--- src/rtl/grid_pkg.sv ---
// grid_pkg: shared FSM state type and default geometry for the grid overlay controller
package grid_pkg;

   typedef enum logic [1:0] {
      WAIT_FRAME = 2'd0,
      IN_LINE    = 2'd1,
      LINE_GAP   = 2'd2,
      FRAME_DONE = 2'd3
   } state_t;

   localparam int DEF_SCALE    = 4;
   localparam int DEF_GRID_W   = 1;
   localparam int DEF_H_ACTIVE = 960;
   localparam int DEF_V_ACTIVE = 640;

endpackage

--- src/rtl/grid_axis_cnt.sv ---
// grid_axis_cnt: modulo-SCALE sub-position counter plus saturating index counter for one axis
module grid_axis_cnt
   import grid_pkg::*;
#(
   parameter int SCALE = DEF_SCALE,
   parameter int MAX   = DEF_H_ACTIVE,
   localparam int SW   = $clog2(SCALE),
   localparam int IW   = $clog2(MAX + 1)
) (
   input  logic          clk,
   input  logic          rst_n,
   input  logic          clr,
   input  logic          inc,
   output logic [SW-1:0] sub,
   output logic [IW-1:0] idx
);

   logic wrap;
   logic sat;

   assign wrap = sub == SW'(SCALE - 1);
   assign sat  = idx == IW'(MAX);

   // clear has priority; sub wraps modulo SCALE while idx sticks at MAX
   always_ff @(posedge clk or negedge rst_n) begin
      if (!rst_n) begin
         sub <= '0;
         idx <= '0;
      end else if (clr) begin
         sub <= '0;
         idx <= '0;
      end else if (inc) begin
         sub <= wrap ? '0 : sub + 1'b1;
         idx <= sat ? idx : idx + 1'b1;
      end
   end

endmodule

--- src/rtl/grid_ctrl.sv ---
// grid_ctrl: per-pixel grid overlay control with frame/line tracking and geometry error flag
module grid_ctrl
   import grid_pkg::*;
#(
   parameter int SCALE    = DEF_SCALE,
   parameter int GRID_W   = DEF_GRID_W,
   parameter int H_ACTIVE = DEF_H_ACTIVE,
   parameter int V_ACTIVE = DEF_V_ACTIVE
) (
   input  logic clk,
   input  logic rst_n,
   input  logic pxlEn,
   input  logic de,
   input  logic vsync,
   input  logic cfgGridEn,
   input  logic cfgBright,
   input  logic cfgMult,
   output logic gridAct,
   output logic brightGrid,
   output logic gridMult,
   output logic pxlValid,
   output logic lineErr
);

   localparam int SW = $clog2(SCALE);
   localparam int CW = $clog2(H_ACTIVE + 1);
   localparam int LW = $clog2(V_ACTIVE + 1);

   state_t        state, state_nxt;
   logic          vs_q, armed, en_s;
   logic [SW-1:0] sub_x, sub_y;
   logic [CW-1:0] col_cnt;
   logic [LW-1:0] line_cnt;
   logic          vs_rise, pix, done, in_frame, act_pix, line_end;
   logic          col_ok, on_line, grid_nxt, err_set;

   grid_axis_cnt #(.SCALE(SCALE), .MAX(H_ACTIVE)) u_x (
      .clk  (clk),
      .rst_n(rst_n),
      .clr  (vs_rise | line_end),
      .inc  (act_pix),
      .sub  (sub_x),
      .idx  (col_cnt)
   );

   grid_axis_cnt #(.SCALE(SCALE), .MAX(V_ACTIVE)) u_y (
      .clk  (clk),
      .rst_n(rst_n),
      .clr  (vs_rise),
      .inc  (line_end),
      .sub  (sub_y),
      .idx  (line_cnt)
   );

   // per-pixel decode and next state; a vsync edge swallows any pixel in the same cycle
   always_comb begin
      vs_rise  = vsync & ~vs_q;
      pix      = pxlEn & de & ~vs_rise;
      done     = line_cnt == LW'(V_ACTIVE);
      in_frame = (state == IN_LINE) | ((state == LINE_GAP) & ~done) | ((state == WAIT_FRAME) & armed);
      act_pix  = pix & in_frame;
      line_end = pxlEn & ~de & ~vs_rise & (state == IN_LINE);
      col_ok   = col_cnt < CW'(H_ACTIVE);
      on_line  = (sub_x < SW'(GRID_W)) | (sub_y < SW'(GRID_W));
      grid_nxt = en_s & act_pix & col_ok & on_line;
      err_set  = (act_pix & ~col_ok) | (line_end & col_ok) | (pix & ~in_frame & (state != WAIT_FRAME));
      state_nxt = state;
      if (vs_rise)
         state_nxt = WAIT_FRAME;
      else
         case (state)
            WAIT_FRAME: state_nxt = act_pix ? IN_LINE : WAIT_FRAME;
            IN_LINE:    state_nxt = line_end ? LINE_GAP : IN_LINE;
            LINE_GAP:   state_nxt = (pxlEn & done) ? FRAME_DONE : act_pix ? IN_LINE : LINE_GAP;
            default:    state_nxt = FRAME_DONE;
         endcase
   end

   // frame tracking state register
   always_ff @(posedge clk or negedge rst_n) begin
      if (!rst_n)
         state <= WAIT_FRAME;
      else
         state <= state_nxt;
   end

   // vsync edge detect, shadow config capture and registered pixel controls
   always_ff @(posedge clk or negedge rst_n) begin
      if (!rst_n) begin
         vs_q       <= 1'b1;
         armed      <= 1'b0;
         en_s       <= 1'b0;
         brightGrid <= 1'b0;
         gridMult   <= 1'b0;
         gridAct    <= 1'b0;
         pxlValid   <= 1'b0;
         lineErr    <= 1'b0;
      end else begin
         vs_q     <= vsync;
         gridAct  <= grid_nxt;
         pxlValid <= pxlEn & de;
         lineErr  <= ~vs_rise & (lineErr | err_set);
         if (vs_rise) begin
            armed      <= 1'b1;
            en_s       <= cfgGridEn;
            brightGrid <= cfgBright;
            gridMult   <= cfgMult;
         end
      end
   end

endmodule

--- config.mk ---
export PLATFORM = sky130hd
export DESIGN_NAME = grid_ctrl
export DESIGN_NICKNAME = d
export VERILOG_FILES = /design/src/rtl/grid_pkg.sv /design/src/rtl/grid_axis_cnt.sv /design/src/rtl/grid_ctrl.sv
export SDC_FILE = /design/constraint.sdc
export NUM_CORES = 1
export LEC_CHECK = 0
export CAP_MARGIN = 20
export CORE_MARGIN = 10
export CORE_UTILIZATION = 24
export DETAILED_ROUTE_END_ITERATION = 16
export HOLD_SLACK_MARGIN = 0.12
export PLACE_DENSITY = 0.42
export RECOVER_POWER = 100
export SYNTH_ARGS = -nofsm -noshare
export SYNTH_HDL_FRONTEND = slang
export SYNTH_SLANG_ARGS = --single-unit
export TNS_END_PERCENT = 5
--- constraint.sdc ---
create_clock -name clk -period 4.3 [get_ports clk]
set_input_delay 0.86 -clock clk [delete_from_list [all_inputs] [get_ports clk]]
set_output_delay 0.86 -clock clk [all_outputs]
set_load 0.02 [all_outputs]
==> results.json <==
{
  "synth_top_cell_area_share": 0.471,
  "die_y_microns": 105,
  "cts-root-buf": "clkbuf_8",
  "cts_tree": "built",
  "final_nets": 218,
  "crit_buf_inv": 1,
  "finalSetupViolations": 0,
  "startpoint_type": "primary input",
  "fin_worst_skew_ns": 0.00589,
  "p_int_uw": 515,
  "synth.avg_cell_area_sq_um": 9.47,
  "cts_setup_buffers": 0,
  "timing.slew.headroom": -0.285,
  "cts_buffer_depth": 2,
  "vias": 1341,
  "hold_path.class": "reg -> reg",
  "syn_nets": 201,
  "slowest_delay_ns": 0.68,
  "crit_required_ns": 4.51,
  "clkLatencyLatePin_ns": 0.29,
  "cp_top_family": "simple AND/OR/NAND/NOR gates",
  "finalWirelength_microns": 3830,
  "ys_seq_elements": 34,
  "avgRoutedWirePerCell_microns": 12.7,
  "grt_start_max_net_pins": 35,
  "grtUsageTotal": 0.0735,
  "io_buffers": 12,
  "cp.arrival_ns": 3.39,
  "place_congestion": 0.757,
  "worstMarginPinSlew_ns": 1.93,
  "die_x_microns": 105,
  "maxCapViolCount": 2,
  "ant_nets": 0,
  "drt_iter0_markers": 61,
  "insertedDiodeCount": 0,
  "start_util": 0.244,
  "cts_buffers": 5,
  "core.rowCount": 31,
  "p_leak_uw": 0.000863,
  "ys_types": 41,
  "grt-ovfl-total": 0,
  "gr-usage-met3": 0.0219,
  "critPathKind": "in -> reg",
  "ios": 13,
  "fin_crit_sh": 0.740,
  "antenna_found_initial": 0,
  "syn_to_final_growth_pct": 17.1,
  "clockPowerShare": 0.316,
  "grt_pass1_vias": 1407,
  "crit_path_end_kind": "flop",
  "crit_chain": "dlygate4sd3_1 -> nand2b_1 -> and2_0 -> o21ai_0 -> or4_1 -> a21oi_1",
  "top_usage_layer": "met2",
  "ctsHtreeMaxLevel": 2,
  "post-place-ws_ns": 1.38,
  "p_sw_frac": 0.297,
  "fin_crit_ns": 3.18,
  "peakVddDrop_v": 0.000104,
  "drc": 0,
  "pwr-share-seq": 0.516,
  "routed_via_density": 4.44,
  "dp_hpwl_microns": 2700,
  "max_freq_mhz": 314,
  "die_area_sq_mm": 0.0111,
  "rsz0062_at_grt": "false",
  "grt_pass1_wl_microns": 6730,
  "cts_sinks": 34,
  "seq_area_frac_synth": 0.486,
  "drv_slew": 52,
  "synthTopCellsByArea": "dfrtp_1, ha_1, nand2_1",
  "syn_area_sq_mm": 0.00175,
  "cts_resized": 0,
  "grtUsageMet2": 0.124,
  "synthCells": 185,
  "drive_gt1_frac": 0.0443,
  "status": "finished with violations",
  "critPathMaxFanout": 16,
  "tns_ns": 0,
  "slowest_stage": "or4_1",
  "yosysWarningCount": 0,
  "cts_hold_buf": 0,
  "comb_power_share": 0.168,
  "finalWorstSetupSlack_ns": 1.12,
  "dr.pass1.iters": 4,
  "yosysTopAreaCell": "dfrtp_1",
  "core_area_sq_mm": 0.00718,
  "violations": "max-capacitance violations, max-slew violations",
  "finalHoldViolations": 0,
  "p_switching_uw": 217,
  "p_per_area_mw_per_mm2": 357,
  "clkTransAtPathRegs_ns": 0.07,
  "grt_use_met1": 0.0864
}
registers in the layout, summed over array words and instances, names as in the netlist:
signal      cells
armed           1
brightGrid      1
en_s            1
gridAct         1
gridMult        1
lineErr         1
pxlValid        1
state           2
u_x.idx        10
u_x.sub         2
u_y.idx        10
u_y.sub         2
vs_q            1
layer usage:
| metal | up-vias | wire length (microns) |
|---|---|---|
| met3 | 8 | 94 |
| met5 | - | 0 |
| met4 | 0 | 56 |
| met2 | 10 | 1850 |
| li1 | 677 | - |
| met1 | 646 | 1830 |
worst paths after layout:
kind                                   startpoint                      to  slack, ns  cells after the start
setup / recovery                            vsync  u_x.idx[6]$_DFFE_PN0P_       1.12                      6
hold / removal               gridMult$_DFFE_PN0P_    gridMult$_DFFE_PN0P_       0.47                      2
setup reg to reg           u_y.idx[0]$_DFFE_PN0P_  u_x.idx[7]$_DFFE_PN0P_       1.33                      7
hold reg to reg              gridMult$_DFFE_PN0P_    gridMult$_DFFE_PN0P_       0.47                      2
max in group asynchronous                   rst_n  u_x.idx[0]$_DFFE_PN0P_       1.54                      2
min in group asynchronous                   rst_n  u_y.idx[0]$_DFFE_PN0P_       1.64                      2
cell type report:
| type | count | area [sq um] |
|---|---|---|
| repair buffers | 14 | 128 |
| multi-input cells | 133 | 816 |
| well taps | 99 | 124 |
| clock buffers | 8 | 80.1 |
| flip-flops and latches | 34 | 852 |
| fillers | 754 | 5120 |
| inverters | 14 | 52.6 |
worst reg2reg max path, delay by kind of cell, from the launching register on:
family | cells | cell delay [ns]
adder cells (fa/ha/maj) | 1 | 0.13
buffers and inverters | 1 | 0.11
flip-flops | 1 | 0.46
AO/OA/AOI/OAI | 4 | 1.91
AND/OR/NAND/NOR | 1 | 0.28
kinds of logic (layout without fill, tap and decap cells):
| logic type | count (synthesis) | in the layout | share of synthesized area |
|---|---|---|---|
| buf+inv | 18 | 36 | 0.0414 |
| compound gates | 33 | 33 | 0.129 |
| mux | 2 | 2 | 0.0121 |
| fa+ha+maj | 8 | 8 | 0.0571 |
| xor+xnor | 9 | 9 | 0.0450 |
| simple gates | 81 | 81 | 0.229 |
| flops | 34 | 34 | 0.486 |
cells in the mapped netlist:
cell       count
nor3_1         6
nand2b_1       3
o31ai_1        4
mux2_2         1
xnor2_1        2
a41oi_2        1
and4_1         1
or4_1          2
ha_1           8
nor3b_1        1
nor4_1         1
clkbuf_1       2
o21ai_0        6
mux2i_1        1
nand3_1        8
buf_2          1
buf_4          1
nor4bb_1       1
nand4_1        6
and2_1         2
inv_1         14
o211ai_1       5
nor4_2         1
a211oi_1       1
nand2_1       23
nor2b_1        1
or3_1          2
nand4bb_1      1
o21a_1         1
dfstp_2        1
a221oi_1       1
and3_1         1
nor2_1        21
a31oi_1        2
xor2_1         7
o21ai_2        1
o2111a_1       1
a21oi_1        8
dfrtp_1       33
a31o_2         1
a21o_1         1
cells in the final DEF (no fill, tap or decap), types with 2 or more instances in the layout:
cell / count
clkbuf_1: 5
nand4_1: 6
clkdlybuf4s50_1: 4
o31ai_1: 4
dfrtp_1: 33
xor2_1: 7
o21ai_0: 7
ha_1: 8
o211ai_1: 5
a31oi_1: 2
nand2b_1: 3
clkbuf_8: 5
inv_1: 14
or3_1: 2
nor2_1: 21
nand2_1: 23
nand3_1: 8
nor3_1: 6
xnor2_1: 2
dlygate4sd3_1: 8
or4_1: 2
a21oi_1: 8
per-stage QoR:
step	std cells	hold slack, ns	area (sq um)	util	total power (uW)
floorplan	185	0.439	1750	-	463
CTS	302	0.483	2070	0.289	752
global route	302	0.499	2050	0.286	784
finish	302	0.475	2050	0.286	732
global placement	294	0.464	1990	0.277	515
detailed placement	294	0.461	1990	0.277	516
power by group through the flow:
| stage | clock (uW) | sequential [uW] | combinational [uW] |
|---|---|---|---|
| floorplan | 0 | 384 | 79.2 |
| global placement | 0 | 385 | 131 |
| detailed placement | 0 | 384 | 132 |
| CTS | 241 | 378 | 132 |
| global route | 256 | 383 | 146 |
| finish | 231 | 378 | 123 |
Power figures use the tool's default switching activity.
